==> src/rtl/regfile_arbiter.sv <==
// Register file arbiter: shares one 16x32 register file (r0 reads as zero,
// 1-cycle registered reads, active-low enables) between the core pipeline
// (two reads or one write) and the debug module (one read or one write).
// Each access is accepted in IDLE or RESP, drives the register file for one
// ISSUE cycle and completes in the following RESP cycle.
module regfile_arbiter #(
    parameter int          DEBUG_PRIORITY = 1,
    parameter int unsigned MAX_WAIT       = 4
) (
    input  logic        clk,
    input  logic        reset_n,

    input  logic        core_valid,
    output logic        core_ready,
    input  logic        core_write,
    input  logic [3:0]  core_addr_a,
    input  logic [3:0]  core_addr_b,
    input  logic [31:0] core_wdata,
    output logic        core_resp_valid,
    output logic [31:0] core_rdata_a,
    output logic [31:0] core_rdata_b,

    input  logic        dbg_valid,
    output logic        dbg_ready,
    input  logic        dbg_write,
    input  logic [3:0]  dbg_addr,
    input  logic [31:0] dbg_wdata,
    output logic        dbg_resp_valid,
    output logic [31:0] dbg_rdata,

    output logic        rf_write_en_n,
    output logic [3:0]  rf_write_addr,
    output logic [31:0] rf_write_data,
    output logic        rf_read_en_n,
    output logic [3:0]  rf_read_addr_a,
    output logic [3:0]  rf_read_addr_b,
    input  logic [31:0] rf_read_data_a,
    input  logic [31:0] rf_read_data_b
);

    typedef enum logic [1:0] {
        ST_IDLE  = 2'd0,
        ST_ISSUE = 2'd1,
        ST_RESP  = 2'd2
    } state_t;

    typedef enum logic {
        OWN_CORE = 1'b0,
        OWN_DBG  = 1'b1
    } owner_t;

    localparam bit         DBG_HI  = (DEBUG_PRIORITY != 0);
    localparam logic [3:0] WAIT_MAX = 4'(MAX_WAIT);

    state_t      state_q,  state_d;
    owner_t      owner_q,  owner_d;
    logic        write_q,  write_d;
    logic [3:0]  addr_a_q, addr_a_d;
    logic [3:0]  addr_b_q, addr_b_d;
    logic [31:0] wdata_q,  wdata_d;
    logic [3:0]  starve_q, starve_d;

    logic arb_en;
    logic hi_valid;
    logic lo_valid;
    logic lo_forced;
    logic grant_hi;
    logic grant_lo;
    logic core_grant;
    logic dbg_grant;

    // Fixed-priority arbitration with the starvation guard; only IDLE and RESP arbitrate.
    always_comb begin
        arb_en     = (state_q == ST_IDLE) || (state_q == ST_RESP);
        hi_valid   = DBG_HI ? dbg_valid  : core_valid;
        lo_valid   = DBG_HI ? core_valid : dbg_valid;
        lo_forced  = (starve_q == WAIT_MAX);
        grant_lo   = arb_en && lo_valid && (!hi_valid || lo_forced);
        grant_hi   = arb_en && hi_valid && !(lo_valid && lo_forced);
        core_grant = DBG_HI ? grant_lo : grant_hi;
        dbg_grant  = DBG_HI ? grant_hi : grant_lo;
    end

    // Starvation counter: counts refused cycles of the lower-priority side, saturating.
    always_comb begin
        starve_d = starve_q;
        if (grant_lo) begin
            starve_d = '0;
        end else if (arb_en && lo_valid && (starve_q != WAIT_MAX)) begin
            starve_d = starve_q + 4'd1;
        end
    end

    // Next-state sequencing and request capture on accept.
    always_comb begin
        state_d  = state_q;
        owner_d  = owner_q;
        write_d  = write_q;
        addr_a_d = addr_a_q;
        addr_b_d = addr_b_q;
        wdata_d  = wdata_q;

        case (state_q)
            ST_IDLE:  if (core_grant || dbg_grant) state_d = ST_ISSUE;
            ST_ISSUE: state_d = ST_RESP;
            ST_RESP:  state_d = (core_grant || dbg_grant) ? ST_ISSUE : ST_IDLE;
            default:  state_d = ST_IDLE;
        endcase

        if (dbg_grant) begin
            owner_d  = OWN_DBG;
            write_d  = dbg_write;
            addr_a_d = dbg_addr;
            addr_b_d = dbg_addr;
            wdata_d  = dbg_wdata;
        end else if (core_grant) begin
            owner_d  = OWN_CORE;
            write_d  = core_write;
            addr_a_d = core_addr_a;
            addr_b_d = core_addr_b;
            wdata_d  = core_wdata;
        end
    end

    // State, latched request and starvation counter registers.
    always_ff @(posedge clk or negedge reset_n) begin
        if (!reset_n) begin
            state_q  <= ST_IDLE;
            owner_q  <= OWN_CORE;
            write_q  <= 1'b0;
            addr_a_q <= '0;
            addr_b_q <= '0;
            wdata_q  <= '0;
            starve_q <= '0;
        end else begin
            state_q  <= state_d;
            owner_q  <= owner_d;
            write_q  <= write_d;
            addr_a_q <= addr_a_d;
            addr_b_q <= addr_b_d;
            wdata_q  <= wdata_d;
            starve_q <= starve_d;
        end
    end

    // Register file drive: enables only in ISSUE; writes to r0 are dropped.
    always_comb begin
        rf_write_en_n  = !((state_q == ST_ISSUE) && write_q && (addr_a_q != 4'd0));
        rf_read_en_n   = !((state_q == ST_ISSUE) && !write_q);
        rf_write_addr  = addr_a_q;
        rf_write_data  = wdata_q;
        rf_read_addr_a = addr_a_q;
        rf_read_addr_b = addr_b_q;
    end

    // Handshake and response outputs; read data gated to zero except the owner's read RESP.
    always_comb begin
        core_ready      = core_grant;
        dbg_ready       = dbg_grant;
        core_resp_valid = (state_q == ST_RESP) && (owner_q == OWN_CORE);
        dbg_resp_valid  = (state_q == ST_RESP) && (owner_q == OWN_DBG);
        core_rdata_a    = '0;
        core_rdata_b    = '0;
        dbg_rdata       = '0;
        if (core_resp_valid && !write_q) begin
            core_rdata_a = rf_read_data_a;
            core_rdata_b = rf_read_data_b;
        end
        if (dbg_resp_valid && !write_q) begin
            dbg_rdata = rf_read_data_a;
        end
    end

endmodule

==> config.mk <==
export PLATFORM = sky130hd
export DESIGN_NAME = regfile_arbiter
export DESIGN_NICKNAME = d
export VERILOG_FILES = /design/src/rtl/regfile_arbiter.sv
export SDC_FILE = /design/constraint.sdc
export NUM_CORES = 1
export LEC_CHECK = 0
export ABC_CLOCK_PERIOD_IN_PS = 2900
export CORE_AREA = 5 5 110 112
export DETAILED_ROUTE_END_ITERATION = 10
export DIE_AREA = 0 0 115 117
export PLACE_DENSITY = 0.77
export SYNTH_ARGS = -nofsm -noshare
export SYNTH_HDL_FRONTEND = slang
export SYNTH_SLANG_ARGS = --single-unit
==> constraint.sdc <==
create_clock -name clk -period 2.9 [get_ports clk]
set_clock_uncertainty 0.15 [all_clocks]
set_input_delay 0.58 -clock clk [delete_from_list [all_inputs] [get_ports clk]]
set_output_delay 0.58 -clock clk [all_outputs]
set_load 0.01 [all_outputs]
# Yosys cells after proc, flatten, opt, wreduce, memory -nomap -nowiden

Index checks and enable logic that the tools add are counted.

Register bits: 48
Input port bits: 146
Logic and storage cells: 57

Add/subtract/negate cells: 1
Equality and inequality tests: 5
Muxes and demuxes: 18
Bitwise logic cells: 1
Reduce and logical (&&, ||, !) cells: 25

Operators by type and width:

| operator              | number |
|---|---|
| $mux W32              | 5 |
| $mux W4               | 6 |
| $logic_and A1 B1 Y1   | 13 |
| $pmux W2 S3           | 1 |
| $logic_not A1 Y1      | 5 |
| $mux W1               | 5 |
| $add A4 B1 Y4 const B | 1 |
| $eq A4 B3 Y1 const B  | 1 |
| $ne A4 B3 Y1 const B  | 1 |
| $reduce_bool A2 Y1    | 2 |
| $reduce_bool A4 Y1    | 1 |
| $logic_or A1 B1 Y1    | 3 |
| $eq A2 B1 Y1 const B  | 1 |
| $eq A2 B2 Y1 const B  | 1 |
| $logic_not A2 Y1      | 1 |
| $mux W2               | 1 |
| $ne A2 B1 Y1 const B  | 1 |
| $not A1 Y1            | 1 |

# Longest topological paths before layout

Depth after elaboration: 7
Depth in mapped cells: 7
Depth with buffers taken out: 5

# Least setup slack after synthesis

OpenSTA, ideal clock, no wires.

Path kind: register -> output
Start point: register state_q[0]
End point: output core_rdata_a[10]
Arrival: 1.305 ns
Data required time: 2.170 ns
Slack: 0.865 ns
Stages on the path, launching flop included: 6
Path buffers: 2
Cells stage by stage: dfrtp_1 -> nor3b_2 -> nor2b_1 -> buf_4 -> clkbuf_2 -> and2_1

Longest elaborated chain between the ends: 4

Ends and longest elaborated chain:

| element                   | RTL line | source |
|---|---|---|
| start: declaration        | 55       | `state_t state_q, state_d;` |
| start signal: assignment  | 136      | `state_q <= state_d;` |
| $eq A2 B2 Y1              | 160      | `core_resp_valid = (state_q == ST_RESP) && (owner_q == OWN_CORE);` |
| $logic_and A1 B1 Y1       | 160      |  |
| named net core_resp_valid | 19       | `output logic core_resp_valid,` |
| $logic_and A1 B1 Y1       | 165      | `if (core_resp_valid && !write_q) begin` |
| $mux W32                  | 165      |  |
| end: declaration          | 20       | `output logic [31:0] core_rdata_a,` |

The timed path passes the listed nets, and every way through them passes these cells.

# Final worst setup path

Start point: register owner_q
End point: output core_rdata_a[18]

Longest elaborated chain between the ends: 4

Ends and longest elaborated chain:

| element                  | RTL line | source |
|---|---|---|
| start: declaration       | 56       | `owner_t owner_q, owner_d;` |
| start signal: assignment | 137      | `owner_q <= owner_d;` |
| $not A1 Y1               | 160      |  |
| $logic_and A1 B1 Y1      | 160      |  |
| $logic_and A1 B1 Y1      | 165      |  |
| $mux W32                 | 165      |  |

Every way passes these cells.

==> flow_metrics.env <==
export IMPL_status="complete, no violations"
export IMPL_required_ns=2.17
export IMPL_slew_violations=0
export IMPL_dp_hpwl_um=11400
export IMPL_wl_per_cell_um=18.1
export IMPL_die_h_um=117
export IMPL_fillCellCount=1022
export IMPL_final_setup_viol_count=0
export IMPL_netlist_cell_type_count=29
export IMPL_fin_crit_ns=2.77
export IMPL_syn_area_per_cell_sq_um=8.50
export IMPL_multi_input_area_sq_um=1800
export IMPL_synth_compound_area_share_pct=11.7
export IMPL_synth_top_cell_area_share_pct=37.2
export IMPL_synthTopCellsByArea="dfrtp_1 (37%), and2_1 (19%), nand4b_1 (11%)"
export IMPL_top_layer="met4"
export IMPL_detailedRoute_firstIterationViolations=181
export IMPL_clkLatencyLatePin_ns=0.28
export IMPL_grt_max_degree=65
export IMPL_wl_met2_um=7700
export IMPL_grt_pass1_vias=3805
export IMPL_clock_root_buffer="clkbuf_16"
export IMPL_synth_xor_area_share_pct=0
export IMPL_grt_pass1_wl_um=20800
export IMPL_place_ws_ns=0.227
export IMPL_powerDensity_nw_per_um2=430
export IMPL_cts_sinks=48
export IMPL_fmax_ghz=0.361
export IMPL_drc_errors=0
export IMPL_tightest_slew_ns=0.759
export IMPL_drive_above_1_share_pct=4.76
export IMPL_synthMuxAreaShare_pct=0
export IMPL_fin_crit_sh_pct=95.5
export IMPL_wl_met3_um=1120
export IMPL_worstSetupPathType="reg2out"
export IMPL_dr_total_vias=3813
export IMPL_h_tree_depth=2
export IMPL_synth_fa_ha_area_share_pct=0.775
export IMPL_ioPinCount=292
export IMPL_rows=39
export IMPL_cts_tree="built"
export IMPL_wl_um=14400
export IMPL_setup_slack_ns=0.130
export IMPL_firstDrtPassIters=5
export IMPL_ctsLongestPathBuffers=2
export IMPL_die_w_um=115
export IMPL_synth_warnings=0
export IMPL_synth_nets=528
export IMPL_path_max_fanout=32
export IMPL_syn_inst=380
export IMPL_layout_commonest_cell="clkdlybuf4s50_1"
export IMPL_start_util_pct=29.0
export IMPL_grt_use_total_pct=19.8
export IMPL_yosysTopAreaCell="dfrtp_1"
export IMPL_gp_congestion=0.943
export IMPL_synth_top_family_by_area="simple AND/OR/NAND/NOR gates"
export IMPL_cts_hold_buf=0
export IMPL_ys_ff_latch=48
export IMPL_hold_viol_final=0
export IMPL_area_growth_pct=97.8
export IMPL_final_cell_mix="clkdlybuf4s50_1 (288), and2_1 (96), nand2_1 (85)"
export IMPL_nets=799
export IMPL_core_area_sq_um=11100
export IMPL_rsz0062_at_grt="false"
export IMPL_numCtsBuffers=5
export IMPL_finalSetupTns_ns=0
export IMPL_port_buffers=291
export IMPL_hold_path_class="in2async"
export IMPL_maxCapViolations=0
export IMPL_viasPerCell=4.78
export IMPL_synth_simple_area_share_pct=42.8
export IMPL_end_kind="output pin"
export IMPL_rrSetupSlack_ns=0.86
export IMPL_start_kind="register"
export IMPL_critical_path_arrival_ns=2.04
export IMPL_final_seq_area_sq_um=1200
export IMPL_gr_total_overflow=0
export IMPL_regToRegStartpoint="state_q[0]$_DFFE_PN0P_"
export IMPL_ant_nets=0
export IMPL_met1_length_um=5240
export IMPL_peakVddDrop_uv=260
export IMPL_yosysSeqAreaShare_pct=37.2
export IMPL_r2r_end="rf_write_data[3]$_DFFE_PN0P_"
export IMPL_p_total_mw=2.75
export IMPL_p_leak_nw=2.51
export IMPL_syn_area_sq_um=3230
export IMPL_relSlewSlack_pct=49.3
export IMPL_clk_pin_slew_ns=0.06
export IMPL_antenna_found_initial=4
export IMPL_dieArea_sq_um=13500
export IMPL_reg2reg_depth=5
repair_timing:
item / CTS / global route
gates resized for setup: 0 / 2
setup buffers: 0 / 1
endpoints found under the setup margin: 0 / 46
how the worst max path moves through the flow:
stage / end / slack, ns / from
finish: core_rdata_a[18] / 0.13 / owner_q$_DFFE_PN0P_
global route: core_rdata_b[26] / 0.02 / owner_q$_DFFE_PN0P_
CTS: core_rdata_b[27] / 0.05 / state_q[0]$_DFFE_PN0P_
detailed placement: dbg_ready / 0.23 / core_valid
global placement: dbg_ready / 0.21 / core_valid
floorplan: core_rdata_a[10] / 0.87 / state_q[0]$_DFFE_PN0P_
layout make-up:
cell class              instances  area share, %
diodes                          4          0.157
clock buffers                   7           2.39
well taps                     143           2.80
inverters                       3          0.176
flip-flops and latches         48           18.8
repair buffers                304           47.5
multi-input cells             289           28.2
sequential cells by signal, summed over array words and instances (netlist names):
register	count
rf_read_addr_a	4
rf_read_addr_b	4
rf_write_data	32
write_q	1
starve_q	4
state_q	2
owner_q	1
per-stage QoR:
step / utilization (%) / cells / area [sq um] / hold slack [ns]
after floorplan: - / 380 / 3230 / 0.134
after global placement: 55.6 / 785 / 6190 / 0.305
after detailed placement: 55.6 / 785 / 6190 / 0.321
after CTS: 57.0 / 792 / 6340 / 0.270
after global routing: 57.4 / 798 / 6390 / 0.306
final: 57.4 / 798 / 6390 / 0.249
logic make-up after synthesis:
kind of cell    after synthesis
simple gates                238
compound gates               49
flops                        48
buf+inv                      43
fa+ha+maj                     2
worst max-delay path: stages, from the launching register on:
cell             delay (ns)
dfrtp_1                0.40
nor3b_2                0.22
nor2b_4                0.24
clkbuf_16              0.21
and2_1                 0.14
clkdlybuf4s50_1        0.55
power by group:
group | internal [mW] | switching [mW]
sequential | 0.822 | 0.116
clock | 0.362 | 0.240
combinational | 0.701 | 0.504
total | 1.89 | 0.860
layer usage:
| metal | vias up | GRT usage [%] |
|---|---|---|
| met3 | 25 | 4.99 |
| met4 | 0 | 7.67 |
| met1 | 1778 | 21.6 |
| met2 | 179 | 36.7 |
| met5 | - | 0 |
| li1 | 1831 | - |
cell usage after synthesis:
| cell | number |
|---|---|
| inv_2 | 1 |
| or2_2 | 1 |
| clkbuf_1 | 11 |
| o211ai_2 | 3 |
| nor3b_2 | 1 |
| dfrtp_1 | 48 |
| buf_4 | 5 |
| nand2b_1 | 4 |
| and3b_1 | 2 |
| clkbuf_2 | 9 |
| and2b_1 | 1 |
| a22o_1 | 1 |
| o21ai_0 | 2 |
| inv_1 | 2 |
| nand2_1 | 85 |
| nand3_1 | 4 |
| a21oi_1 | 1 |
| o211ai_1 | 39 |
| ha_1 | 2 |
| o22ai_1 | 1 |
| buf_6 | 5 |
| nand4b_1 | 39 |
| buf_2 | 10 |
| o21bai_2 | 1 |
| nand3b_1 | 1 |
| and2_1 | 96 |
| nor2b_1 | 3 |
| or4_1 | 1 |
| a21o_1 | 1 |
Note: power is estimated with default switching activity, not from simulation.
